### src/rtl/cp0_exc.sv
// CP0 register file and precise-exception controller for the MEM stage of the MIPS core.
// Picks the highest-priority pending exception, updates CP0 state and redirects fetch.
module cp0_exc #(
    parameter logic [31:0] EXC_VECTOR = 32'hBFC00380,
    parameter logic [31:0] STATUS_RST = 32'h00400000
) (
    input  logic        clk,
    input  logic        rst,
    input  logic [5:0]  int_i,
    input  logic        exc_valid_i,
    input  logic [31:0] pc_i,
    input  logic        in_delayslot_i,
    input  logic [31:0] bad_addr_i,
    input  logic        adel_if_i,
    input  logic        ri_i,
    input  logic        sys_i,
    input  logic        bp_i,
    input  logic        ov_i,
    input  logic        adel_d_i,
    input  logic        ades_i,
    input  logic        eret_i,
    input  logic        we_i,
    input  logic [4:0]  waddr_i,
    input  logic [31:0] wdata_i,
    input  logic [4:0]  raddr_i,
    output logic [31:0] rdata_o,
    output logic [31:0] status_o,
    output logic [31:0] cause_o,
    output logic [31:0] epc_o,
    output logic        flush_o,
    output logic [31:0] newpc_o,
    output logic [4:0]  exccode_o,
    output logic        timer_int_o
);

    localparam logic [4:0] REG_BADVADDR = 5'd8;
    localparam logic [4:0] REG_COUNT    = 5'd9;
    localparam logic [4:0] REG_COMPARE  = 5'd11;
    localparam logic [4:0] REG_STATUS   = 5'd12;
    localparam logic [4:0] REG_CAUSE    = 5'd13;
    localparam logic [4:0] REG_EPC      = 5'd14;

    localparam logic [31:0] STATUS_WMASK = 32'h0000FF03;
    localparam int ST_IE  = 0;
    localparam int ST_EXL = 1;
    localparam int CA_BD  = 31;

    localparam logic [4:0] EXC_INT  = 5'h00;
    localparam logic [4:0] EXC_ADEL = 5'h04;
    localparam logic [4:0] EXC_ADES = 5'h05;
    localparam logic [4:0] EXC_SYS  = 5'h08;
    localparam logic [4:0] EXC_BP   = 5'h09;
    localparam logic [4:0] EXC_RI   = 5'h0A;
    localparam logic [4:0] EXC_OV   = 5'h0C;

    logic [31:0] status_q, status_d;
    logic [31:0] cause_q, cause_d;
    logic [31:0] epc_q, epc_d;
    logic [31:0] badvaddr_q, badvaddr_d;
    logic [31:0] count_q, count_d;
    logic [31:0] compare_q, compare_d;
    logic        timer_q, timer_d;
    logic        tick_q, tick_d;

    logic        irq_pending;
    logic        exc_hit;
    logic [4:0]  exc_code;
    logic        bad_from_pc;
    logic        bad_from_addr;
    logic        exc_take;
    logic        eret_take;
    logic        wr_en;

    // Hardware interrupt 5 shares IP7 with the timer, so its pin is never sampled.
    logic int5_unused;
    assign int5_unused = int_i[5];

    assign irq_pending = status_q[ST_IE] && !status_q[ST_EXL] &&
                         (|(cause_q[15:8] & status_q[15:8]));

    always_comb begin
        exc_hit       = 1'b0;
        exc_code      = EXC_INT;
        bad_from_pc   = 1'b0;
        bad_from_addr = 1'b0;
        if (irq_pending) begin
            exc_hit  = 1'b1;
            exc_code = EXC_INT;
        end else if (adel_if_i) begin
            exc_hit     = 1'b1;
            exc_code    = EXC_ADEL;
            bad_from_pc = 1'b1;
        end else if (ri_i) begin
            exc_hit  = 1'b1;
            exc_code = EXC_RI;
        end else if (sys_i) begin
            exc_hit  = 1'b1;
            exc_code = EXC_SYS;
        end else if (bp_i) begin
            exc_hit  = 1'b1;
            exc_code = EXC_BP;
        end else if (ov_i) begin
            exc_hit  = 1'b1;
            exc_code = EXC_OV;
        end else if (adel_d_i) begin
            exc_hit       = 1'b1;
            exc_code      = EXC_ADEL;
            bad_from_addr = 1'b1;
        end else if (ades_i) begin
            exc_hit       = 1'b1;
            exc_code      = EXC_ADES;
            bad_from_addr = 1'b1;
        end
    end

    // A taken exception squashes the MEM-stage mtc0 along with the instruction.
    assign exc_take  = !rst && exc_valid_i && exc_hit;
    assign eret_take = !rst && exc_valid_i && eret_i && !exc_hit;
    assign wr_en     = we_i && !exc_take;

    assign flush_o   = exc_take || eret_take;
    assign newpc_o   = eret_take ? epc_q : EXC_VECTOR;
    assign exccode_o = exc_take ? exc_code : 5'd0;

    always_comb begin
        tick_d    = ~tick_q;
        count_d   = tick_q ? count_q + 32'd1 : count_q;
        compare_d = compare_q;
        timer_d   = timer_q;
        if (compare_q != 32'd0 && count_q == compare_q) begin
            timer_d = 1'b1;
        end
        if (wr_en && waddr_i == REG_COUNT) begin
            count_d = wdata_i;
        end
        if (wr_en && waddr_i == REG_COMPARE) begin
            compare_d = wdata_i;
            timer_d   = 1'b0;
        end
    end

    always_comb begin
        status_d   = status_q;
        cause_d    = cause_q;
        epc_d      = epc_q;
        badvaddr_d = badvaddr_q;
        cause_d[15:10] = {timer_q, int_i[4:0]};
        if (wr_en) begin
            case (waddr_i)
                REG_STATUS: status_d = (status_q & ~STATUS_WMASK) | (wdata_i & STATUS_WMASK);
                REG_CAUSE:  cause_d[9:8] = wdata_i[9:8];
                REG_EPC:    epc_d = wdata_i;
                default:    ;
            endcase
        end
        if (exc_take) begin
            // A nested exception keeps the EPC/BD of the one already being handled.
            if (!status_q[ST_EXL]) begin
                epc_d         = in_delayslot_i ? pc_i - 32'd4 : pc_i;
                cause_d[CA_BD] = in_delayslot_i;
            end
            status_d[ST_EXL] = 1'b1;
            cause_d[6:2]     = exc_code;
            if (bad_from_pc) begin
                badvaddr_d = pc_i;
            end else if (bad_from_addr) begin
                badvaddr_d = bad_addr_i;
            end
        end
        if (eret_take) begin
            status_d[ST_EXL] = 1'b0;
        end
    end

    always_ff @(posedge clk) begin
        if (rst) begin
            status_q   <= STATUS_RST;
            cause_q    <= 32'd0;
            epc_q      <= 32'd0;
            badvaddr_q <= 32'd0;
            count_q    <= 32'd0;
            compare_q  <= 32'd0;
            timer_q    <= 1'b0;
            tick_q     <= 1'b0;
        end else begin
            status_q   <= status_d;
            cause_q    <= cause_d;
            epc_q      <= epc_d;
            badvaddr_q <= badvaddr_d;
            count_q    <= count_d;
            compare_q  <= compare_d;
            timer_q    <= timer_d;
            tick_q     <= tick_d;
        end
    end

    always_comb begin
        rdata_o = 32'd0;
        case (raddr_i)
            REG_BADVADDR: rdata_o = badvaddr_q;
            REG_COUNT:    rdata_o = count_q;
            REG_COMPARE:  rdata_o = compare_q;
            REG_STATUS:   rdata_o = status_q;
            REG_CAUSE:    rdata_o = cause_q;
            REG_EPC:      rdata_o = epc_q;
            default:      rdata_o = 32'd0;
        endcase
    end

    assign status_o    = status_q;
    assign cause_o     = cause_q;
    assign epc_o       = epc_q;
    assign timer_int_o = timer_q;

endmodule
### config.mk
export PLATFORM = sky130hd
export DESIGN_NAME = cp0_exc
export DESIGN_NICKNAME = d
export VERILOG_FILES = /design/src/rtl/cp0_exc.sv
export SDC_FILE = /design/constraint.sdc
export NUM_CORES = 1
export LEC_CHECK = 0
export CORE_UTILIZATION = 35
export CTS_CLUSTER_SIZE = 8
export DETAILED_ROUTE_END_ITERATION = 7
export PLACE_DENSITY_LB_ADDON = 0.15
export SYNTH_ARGS = -nofsm -noshare
export SYNTH_HDL_FRONTEND = slang
export SYNTH_SLANG_ARGS = --single-unit
### constraint.sdc
create_clock -name clk -period 2.76 [get_ports clk]
set_input_delay 0.69 -clock clk [delete_from_list [all_inputs] [get_ports clk]]
set_output_delay 0.69 -clock clk [all_outputs]
set_load 0.02 [all_outputs]
======== Word level (Yosys, flattened, before mapping) ========
Index checks and enable logic that the tools add are counted.
word-level totals
  memory bits (writable) .................. 0
  memory bits (read-only) ................. 0
  input bits .............................. 125
  memories kept ........................... 0
  logic and storage cells ................. 97
  bits in latches ......................... 0
  output and inout bits ................... 167
  register bits after elaboration ......... 176
operators by class
  bitwise gates (word level) .............. 4
  div/mod/pow operators ................... 0
  reduce and logical (&&, ||, !) cells .... 28
  multiply operators ...................... 0
  $lt $le $gt $ge ......................... 0
  muxes and demuxes ....................... 39
  shifts and indexed selects .............. 0
  add/subtract/negate cells ............... 2
  equal/unequal tests ..................... 12
operators by type and width
  kind                                                                   count
  32-bit 2-to-1 mux                                                      10
  32-bit case mux with 6 select lines                                    1
  5-bit by 4-bit == test with 1-bit output (second input constant)       11
  32-bit by 1-bit adder with 32-bit output (second input constant)       1
  32-bit == test                                                         1
  32-bit by 16-bit bitwise OR with 32-bit output                         1
  32-bit nonzero test                                                    1
  32-bit by 3-bit subtractor with 32-bit output (second input constant)  1
  4-bit 2-to-1 mux                                                       6
  1-bit 2-to-1 mux                                                       17
  1-bit logical AND                                                      10
  2-bit AND reduction                                                    5
  8-bit bitwise AND                                                      1
  2-bit nonzero test                                                     4
  8-bit OR reduction                                                     1
  3-bit 2-to-1 mux                                                       2
  5-bit 2-to-1 mux                                                       1
  1-bit logical NOT                                                      4
  2-bit 2-to-1 mux                                                       2
  2-bit OR reduction                                                     2
  1-bit inverter                                                         2
  1-bit logical OR                                                       1

======== Depth between registers and ports, before layout ========
Gate-level depths: netlist of the first run.
  depth in word-level cells ............... 14
  gate-level depth with buffers ........... 8
  mapped depth without buffers ............ 7

======== Least setup slack after synthesis of the first run ========
No wires, ideal clock.
  path kind ............................... reg2out
  start point ............................. reg cause_q[10] (netlist: cause_o[10])
  end point ............................... out newpc_o[22]
  required time ........................... 2.070 ns
  stages on the path, launching flop included .. 8
  setup slack ............................. -0.079 ns
  buffers on the path ..................... 3
  data arrival time ....................... 2.149 ns
  cells stage by stage .................... dfxtp_1 -> a22o_1 -> o41a_1 -> buf_6 -> buf_2 -> nor3_2 -> clkbuf_1 -> nand2b_1
between the ends
  cells in the longest elaborated chain, start to end .. 7
ends and longest elaborated chain
  what                    line  RTL
  from (decl)             57    logic [31:0] cause_q, cause_d;
  from (signal assigned)  187   cause_q <= cause_d;
  8-bit bitwise AND       79    (|(cause_q[15:8] & status_q[15:8]));
  8-bit OR reduction      79
  1-bit logical AND       78    assign irq_pending = status_q[ST_IE] && !status_q[ST_EXL] &&
  1-bit 2-to-1 mux        86    if (irq_pending) begin
  1-bit logical NOT       118   assign eret_take = !rst && exc_valid_i && eret_i && !exc_hit;
  1-bit logical AND       118
  32-bit 2-to-1 mux       122   assign newpc_o = eret_take ? epc_q : EXC_VECTOR;
  to (decl)               31    output logic [31:0] newpc_o,
No other way between the ends.

======== Worst setup path after layout of the first run ========
  start point ............................. reg cause_q[14] (netlist: cause_o[14])
  end point ............................... out newpc_o[31]
Same word-level chain as after synthesis.

==> results of run 1 <==
through the flow:
step | hold WS, ns | worst slack [ns] | cell area [sq um]
global placement | 0.4882 | -0.9016 | 13090
finish | 0.5031 | -0.2986 | 14590
detailed placement | 0.4833 | -0.9181 | 13090
CTS | 0.4931 | -0.3165 | 14490
floorplan | 0.4775 | -0.06904 | 9707
global route | 0.5209 | -0.3287 | 14590
per-layer routing:
| metal | GRT usage (%) | vias up | wire length (um) |
|---|---|---|---|
| met5 | 0 | - | 13 |
| met2 | 50.90 | 757 | 20510 |
| met3 | 6.854 | 108 | 4410 |
| met4 | 14.44 | 2 | 1869 |
| met1 | 40.70 | 5327 | 18080 |
| li1 | - | 4962 | - |
cells in the final DEF, fill, tap and decap left out, types with 44 or more instances in the layout:
cell type        synthesis  final
nor2_1                  76     73
xnor2_1                 52     52
buf_4                   42    123
clkdlybuf4s50_1          0    166
nand2_1                109    107
mux2i_1                 44     44
nand4_1                 62     62
a21oi_1                 59     59
dfxtp_1                153    150
a211oi_1                57     57
buf_6                    3     80
repair_timing:
action | CTS | global route
endpoints found under the setup margin | 91 | 93
buffers inserted | 17 | 5
gates resized for setup | 523 | 47
cloned | 9 | 0
pin swaps | 33 | 21
kinds of logic after synthesis:
logic type,synth area share (%)
xor gates and xnor gates,7.798
buffers and inverters,8.519
AOI/OAI and AO/OA,23.17
and+or+nand+nor,23.47
DFF,32.08
muxes,4.613
other,0.07867
adders and majority gates,0.2621
worst max-delay path: cells and delay by family (launching register included):
kind	cells	cell delay, ns
buf+inv	4	0.56
simple gates	2	0.27
flops	1	0.34
compound gates	2	0.76
state kept, by name (all words and copies together) (netlist names):
register,flops
tick_q,1
status_o,10
count_q,32
epc_o,32
compare_q,32
timer_int_o,1
badvaddr_q,32
cause_o,13
cell type report:
type	count	area [sq um]
Clock buffer	17	425.4
Clock inverter	15	172.7
Fill cell	2494	12280
Inverter	10	37.54
Multi-Input combinational cell	895	6271
Sequential cell	153	3067
Tap cell	341	426.7
Timing Repair Buffer	410	4192
where the power goes:
group          switching [mW]  internal [mW]  leakage [nW]
registers               0.128           2.29          1.25
clock network            1.14           1.30         0.290
logic                   0.620          0.516          3.86
total                    1.89           4.11          5.40
worst max path at each step:
stage,to
floorplan,exccode_o[0]
global placement,rdata_o[14]
detailed placement,newpc_o[0]
CTS,newpc_o[22]
global route,newpc_o[22]
finish,newpc_o[31]
==> results.py, run 1 <==
metrics = {
    "worst_setup_path": {
        "slowest_delay_ns": 0.53,
        "slowest_stage": "o41a_1",
        "worstSetupPathType": "flip-flop to output port",
        "crit_start": "cause_o[14]",
        "cp_max_fo": 5,
        "critPathRequiredTime_ns": 2.07,
        "critical_path.cell_chain": "a22o_1, o41a_1, nor3_4, buf_6, buf_8, buf_6, nand2b_4, buf_6",
        "cp-end-kind": "output port",
        "rrSetupSlack_ns": 0.04,
        "cp-start-kind": "flip-flop",
        "arrival_ns": 2.37,
        "ff2ff_path_depth": 10,
        "r2r_start": "cause_o[14]",
        "worstReg2RegEnd": "epc_o[20]",
        "critPathMostFrequentCell": "buf_6",
    },
    "logic_synthesis": {
        "synth-async-reset-ratio_pct": 0,
        "syn_avg_cell_area_sq_um": 8.160,
        "synthTopCellsByArea": "dfxtp_1 (32%), a22oi_1 (5.0%), xnor2_1 (4.8%)",
        "netlist_top_cells_count": "dfxtp_1 (153), nand2_1 (109), clkbuf_1 (86), nor2_1 (76), a22oi_1 (64)",
        "yosysWarnings": 0,
        "synth_edf_count": 0,
        "synth_top_cell_area_share_pct": 32.08,
        "yosysMostFrequentCell": "dfxtp_1",
        "synth_ff_type": "dfxtp_1",
        "synth_area_sq_um": 9547,
        "synthCells": 1170,
        "synth_seq_cells": 153,
        "synth_area_leader_cell": "dfxtp_1",
        "synth_cell_type_count": 61,
        "yosysSeqAreaShare_pct": 32.08,
    },
    "drt": {
        "drtPass1Iterations": 7,
        "totalWireLength_um": 44890,
        "detail-route-antenna-nets": 0,
        "drc": 0,
        "wl_per_cell_um": 24.38,
        "detail_route.iter0.violations": 1355,
        "vias_per_cell": 6.060,
        "vias": 11160,
    },
    "cells_and_area": {
        "drive_gt1_share_pct": 25.33,
        "fin_util_pct": 54.29,
        "layout.cells.non_filler": 1841,
        "layout-area-overhead-vs-synth_pct": 52.84,
        "diodes": 0,
        "fin_nets": 1614,
    },
    "sta": {
        "worst_slack_ns": -0.2986,
        "finalClockSkew_ns": 0.01310,
        "rsz0062_at_grt": "yes",
        "maxSlewHeadroom_pct": 44.93,
        "tns_ns": -9.776,
        "tightest_slew_ns": 0.8260,
        "setup_viol": 60,
        "hold_viol": 0,
        "finalCritPeriodShare_pct": 110.8,
        "final_max_slew_viol_count": 0,
        "fmax_mhz": 327.0,
        "layout_min_cycle_time_ns": 3.059,
    },
    "floorplan": {
        "num_rows": 60,
        "die_h_um": 167.2,
        "coreArea_sq_um": 26880,
        "initial_utilization_pct": 35.52,
        "fp.dieArea_sq_um": 27940,
        "pin_count": 292,
        "die_x_um": 167.2,
    },
    "run_status": {
        "violations": "negative setup slack",
        "status": "complete, but fails checks",
    },
    "placed_design": {
        "placed_cells": 1783,
        "dp.final_hpwl_um": 32290,
        "io_buffer_count": 248,
        "gp_congestion": 0.9059,
    },
    "clocking": {
        "cts_sinks": 153,
        "insertion_delay_ns": 0.44,
        "cts.clk_slew.worst_paths_ns": 0.07,
        "root_buffer": "clkbuf_16",
        "clock_path_buffers": 2,
        "hold_buffers": 0,
        "cts_tree": "done",
        "h-tree-depth": 4,
        "cts_buffers": 17,
    },
    "hold_path": {
        "holdPathEnd": "badvaddr_q[0]",
        "hold_depth": 2,
        "hold_start": "badvaddr_q[0]",
        "hold_path_class": "flip-flop to flip-flop",
    },
    "pwr": {
        "ir_drop_mv": 0.3209,
        "p_leak_nw": 5.397,
        "powerDensity_nw_per_um2": 410.7,
        "power_mw": 5.993,
    },
    "grt": {
        "grt_max_degree": 67,
        "grt_pass1_wl_um": 66560,
        "first_global_vias": 10450,
        "grt_usage_pct": 31.71,
        "antenna_found_initial": 1,
        "grt_overflow": 0,
    },
    "run": {
        "maxCapViolCount": 0,
    },
}
Power figures use the tool's default switching activity.
==> run 2, diff against run 1 <==
--- a/config.mk
+++ b/config.mk
@@ -8,3 +8,2 @@
 export CORE_UTILIZATION = 35
-export CTS_CLUSTER_SIZE = 8
 export DETAILED_ROUTE_END_ITERATION = 7
==> constraint.sdc (replaced) <==
create_clock -name clk -period 2.8 [get_ports clk]
set_input_delay 0.42 -clock clk [delete_from_list [all_inputs] [get_ports clk]]
set_output_delay 0.42 -clock clk [all_outputs]
set_load 0.02 [all_outputs]
==> run 2 against run 1 <==
The run still ends with negative setup slack left. First-iteration DRC count is 0.15% higher. Wire length is 4.4% lower. Power is 3.8% lower. Sequential share of layout area is 1.9 points higher. Critical path type unchanged. Combinational power is 8% lower. Critical path depth stayed put. Largest cell class unchanged. Clock power is 4% lower. Sequential power is 2% lower. Flip-flop and latch count stayed put.
==> results.py, run 2 (same netlist as run 1, synthesis figures left out) <==
metrics = {
    "sta": {
        "finalClockSkew_ns": 0.01383,
        "rsz0062_at_grt": "yes",
        "fmax_mhz": 356.4,
        "hold_viol": 0,
        "tns_ns": -0.01707,
        "finalCritPeriodShare_pct": 100.2,
        "layout_min_cycle_time_ns": 2.806,
        "tightest_slew_ns": 1.041,
        "worst_slack_ns": -0.006087,
        "setup_viol": 3,
        "final_max_slew_viol_count": 0,
        "maxSlewHeadroom_pct": 30.62,
    },
    "floorplan": {
        "coreArea_sq_um": 26880,
        "fp.dieArea_sq_um": 27940,
        "pin_count": 292,
        "num_rows": 60,
        "die_h_um": 167.2,
        "die_x_um": 167.2,
        "initial_utilization_pct": 35.52,
    },
    "cells_and_area": {
        "final_common_cell": "clkdlybuf4s50_1",
        "multi_input_area_sq_um": 5927,
        "fin_util_pct": 49.72,
        "mostFrequentLayoutCells": "clkdlybuf4s50_1 (176), dfxtp_1 (152), nand2_1 (107)",
        "seqCellArea_sq_um": 3064,
        "n_fill_cell": 2625,
        "drive_gt1_share_pct": 17.57,
        "fin_nets": 1571,
        "layout-area-overhead-vs-synth_pct": 39.96,
        "diodes": 0,
    },
    "run": {
        "maxCapViolCount": 0,
    },
    "hold_path": {
        "holdPathEnd": "epc_o[12]",
        "hold_start": "rst",
        "hold_depth": 2,
        "hold_path_class": "input port to flip-flop",
    },
    "pwr": {
        "swShare_pct": 31.01,
        "p_leak_nw": 4.902,
        "p_clk_share_pct": 40.6,
        "ir_drop_mv": 0.3672,
        "intPower_mw": 3.979,
        "powerDensity_nw_per_um2": 431.6,
        "comb_power_share_pct": 18.3,
        "power_switching_mw": 1.788,
        "p_seq_share_pct": 41.1,
    },
    "clocking": {
        "root_buffer": "clkbuf_16",
        "cts_buffers": 17,
        "clock_path_buffers": 2,
        "cts_sinks": 153,
        "cts.clk_slew.worst_paths_ns": 0.07,
        "insertion_delay_ns": 0.44,
        "h-tree-depth": 4,
        "hold_buffers": 0,
        "cts_tree": "done",
    },
    "run_status": {
        "violations": "negative setup slack",
        "status": "complete, but fails checks",
    },
    "drt": {
        "vias": 10630,
        "drc": 0,
        "drtPass1Iterations": 8,
        "vias_per_cell": 5.909,
        "totalWireLength_um": 42930,
        "detail-route-antenna-nets": 0,
        "wl_per_cell_um": 23.87,
        "detail_route.iter0.violations": 1357,
    },
    "worst_setup_path": {
        "critPathRequiredTime_ns": 2.38,
        "arrival_ns": 2.39,
        "cp_max_fo": 5,
        "cp-start-kind": "flip-flop",
        "cp-end-kind": "output port",
        "worstReg2RegEnd": "badvaddr_q[25]",
        "rrSetupSlack_ns": 0.05,
        "worstSetupPathType": "flip-flop to output port",
        "r2r_start": "cause_o[14]",
        "ff2ff_path_depth": 8,
    },
    "grt": {
        "first_global_vias": 9763,
        "grt_usage_pct": 30.05,
        "antenna_found_initial": 0,
        "grt_overflow": 0,
        "grt_pass1_wl_um": 63060,
        "grt_max_degree": 83,
    },
    "placed_design": {
        "dp.final_hpwl_um": 31670,
        "io_buffer_count": 248,
        "gp_congestion": 0.9357,
    },
}
## run 2: cell types whose count changed in the layout (fill, tap and decap cells not counted), moves of 9 or more
| cell | previous run | this run |
|---|---|---|
| buf_4 | 123 | 106 |
| buf_12 | 20 | 11 |
| and2_1 | 5 | 17 |
| buf_2 | 3 | 18 |
| clkbuf_2 | 1 | 29 |
| clkdlybuf4s50_1 | 166 | 176 |
| a22oi_2 | 33 | 1 |
| nand2b_4 | 10 | 0 |
| nand2b_1 | 4 | 15 |
| a22oi_1 | 32 | 64 |
| clkdlybuf4s15_1 | 0 | 10 |
| buf_6 | 80 | 11 |
| and2_4 | 18 | 6 |
## run 2: how the worst max path moves through the flow
stage,from,endpoint,slack (ns),depth (start not counted)
floorplan,cause_o[10],newpc_o[22],0.23,7
global placement,ri_i,newpc_o[30],-0.37,8
detailed placement,ri_i,newpc_o[20],-0.41,8
CTS,status_o[8],exccode_o[0],-0.07,5
global route,cause_o[14],newpc_o[21],-0.05,8
finish,cause_o[14],newpc_o[20],-0.006,8
## run 2: cell type report
class | instances | area share, %
multi-input cells | 895 | 44.36
well taps | 341 | 3.193
clock buffers | 17 | 3.184
repair buffers | 367 | 24.90
flip-flops and latches | 153 | 22.93
inverters | 10 | 0.2809
clock inverters | 15 | 1.152
## run 2: through the flow
stage / cell area (sq um) / setup WS [ns] / cells / total power, mW / hold WS (ns)
finish: 13360 / -0.006087 / 1798 / 5.767 / 0.3151
CTS: 13470 / -0.07489 / 1795 / 5.764 / 0.2899
global placement: 12800 / -0.3653 / 1755 / 3.440 / 0.4675
floorplan: 9697 / 0.2307 / 1210 / 2.898 / 0.4775
detailed placement: 12800 / -0.4075 / 1755 / 3.445 / 0.4771
global route: 13360 / -0.04711 / 1798 / 5.942 / 0.3129
## run 2: power by group through the flow
| stage | sequential [mW] | clock, mW | combinational [mW] |
|---|---|---|---|
| floorplan | 2.42 | 0 | 0.481 |
| global placement | 2.41 | 0 | 1.03 |
| detailed placement | 2.41 | 0 | 1.03 |
| CTS | 2.36 | 2.36 | 1.04 |
| global route | 2.37 | 2.46 | 1.11 |
| finish | 2.37 | 2.34 | 1.05 |
## run 2: timing repair
action                     CTS  global route
buffers inserted             7             3
pin swaps                    4             4
resized for setup          167           105
cloned                       2             0
setup endpoints to repair   69            64
## run 2: per-layer routing
| layer | GRT usage, % | wire, um | vias to the layer above |
|---|---|---|---|
| met5 | 0 | 0 | - |
| met4 | 11.37 | 1460 | 0 |
| met3 | 5.058 | 4103 | 85 |
| met2 | 47.68 | 19260 | 649 |
| met1 | 40.78 | 18100 | 5033 |
| li1 | - | - | 4858 |
## run 2: critical path, cell delays in order, from the launching register on
cell	delay (ns)
dfxtp_2	0.34
a22o_1	0.24
o41a_1	0.55
nor3_4	0.18
buf_6	0.15
buf_8	0.13
buf_12	0.11
and2_4	0.13
buf_6	0.11
==> run 3, diff against run 2 <==
- CTS_CLUSTER_SIZE: unset -> 20
==> results of run 3 <==
The final DEF is identical to that of run 2; final timing and power are the same.
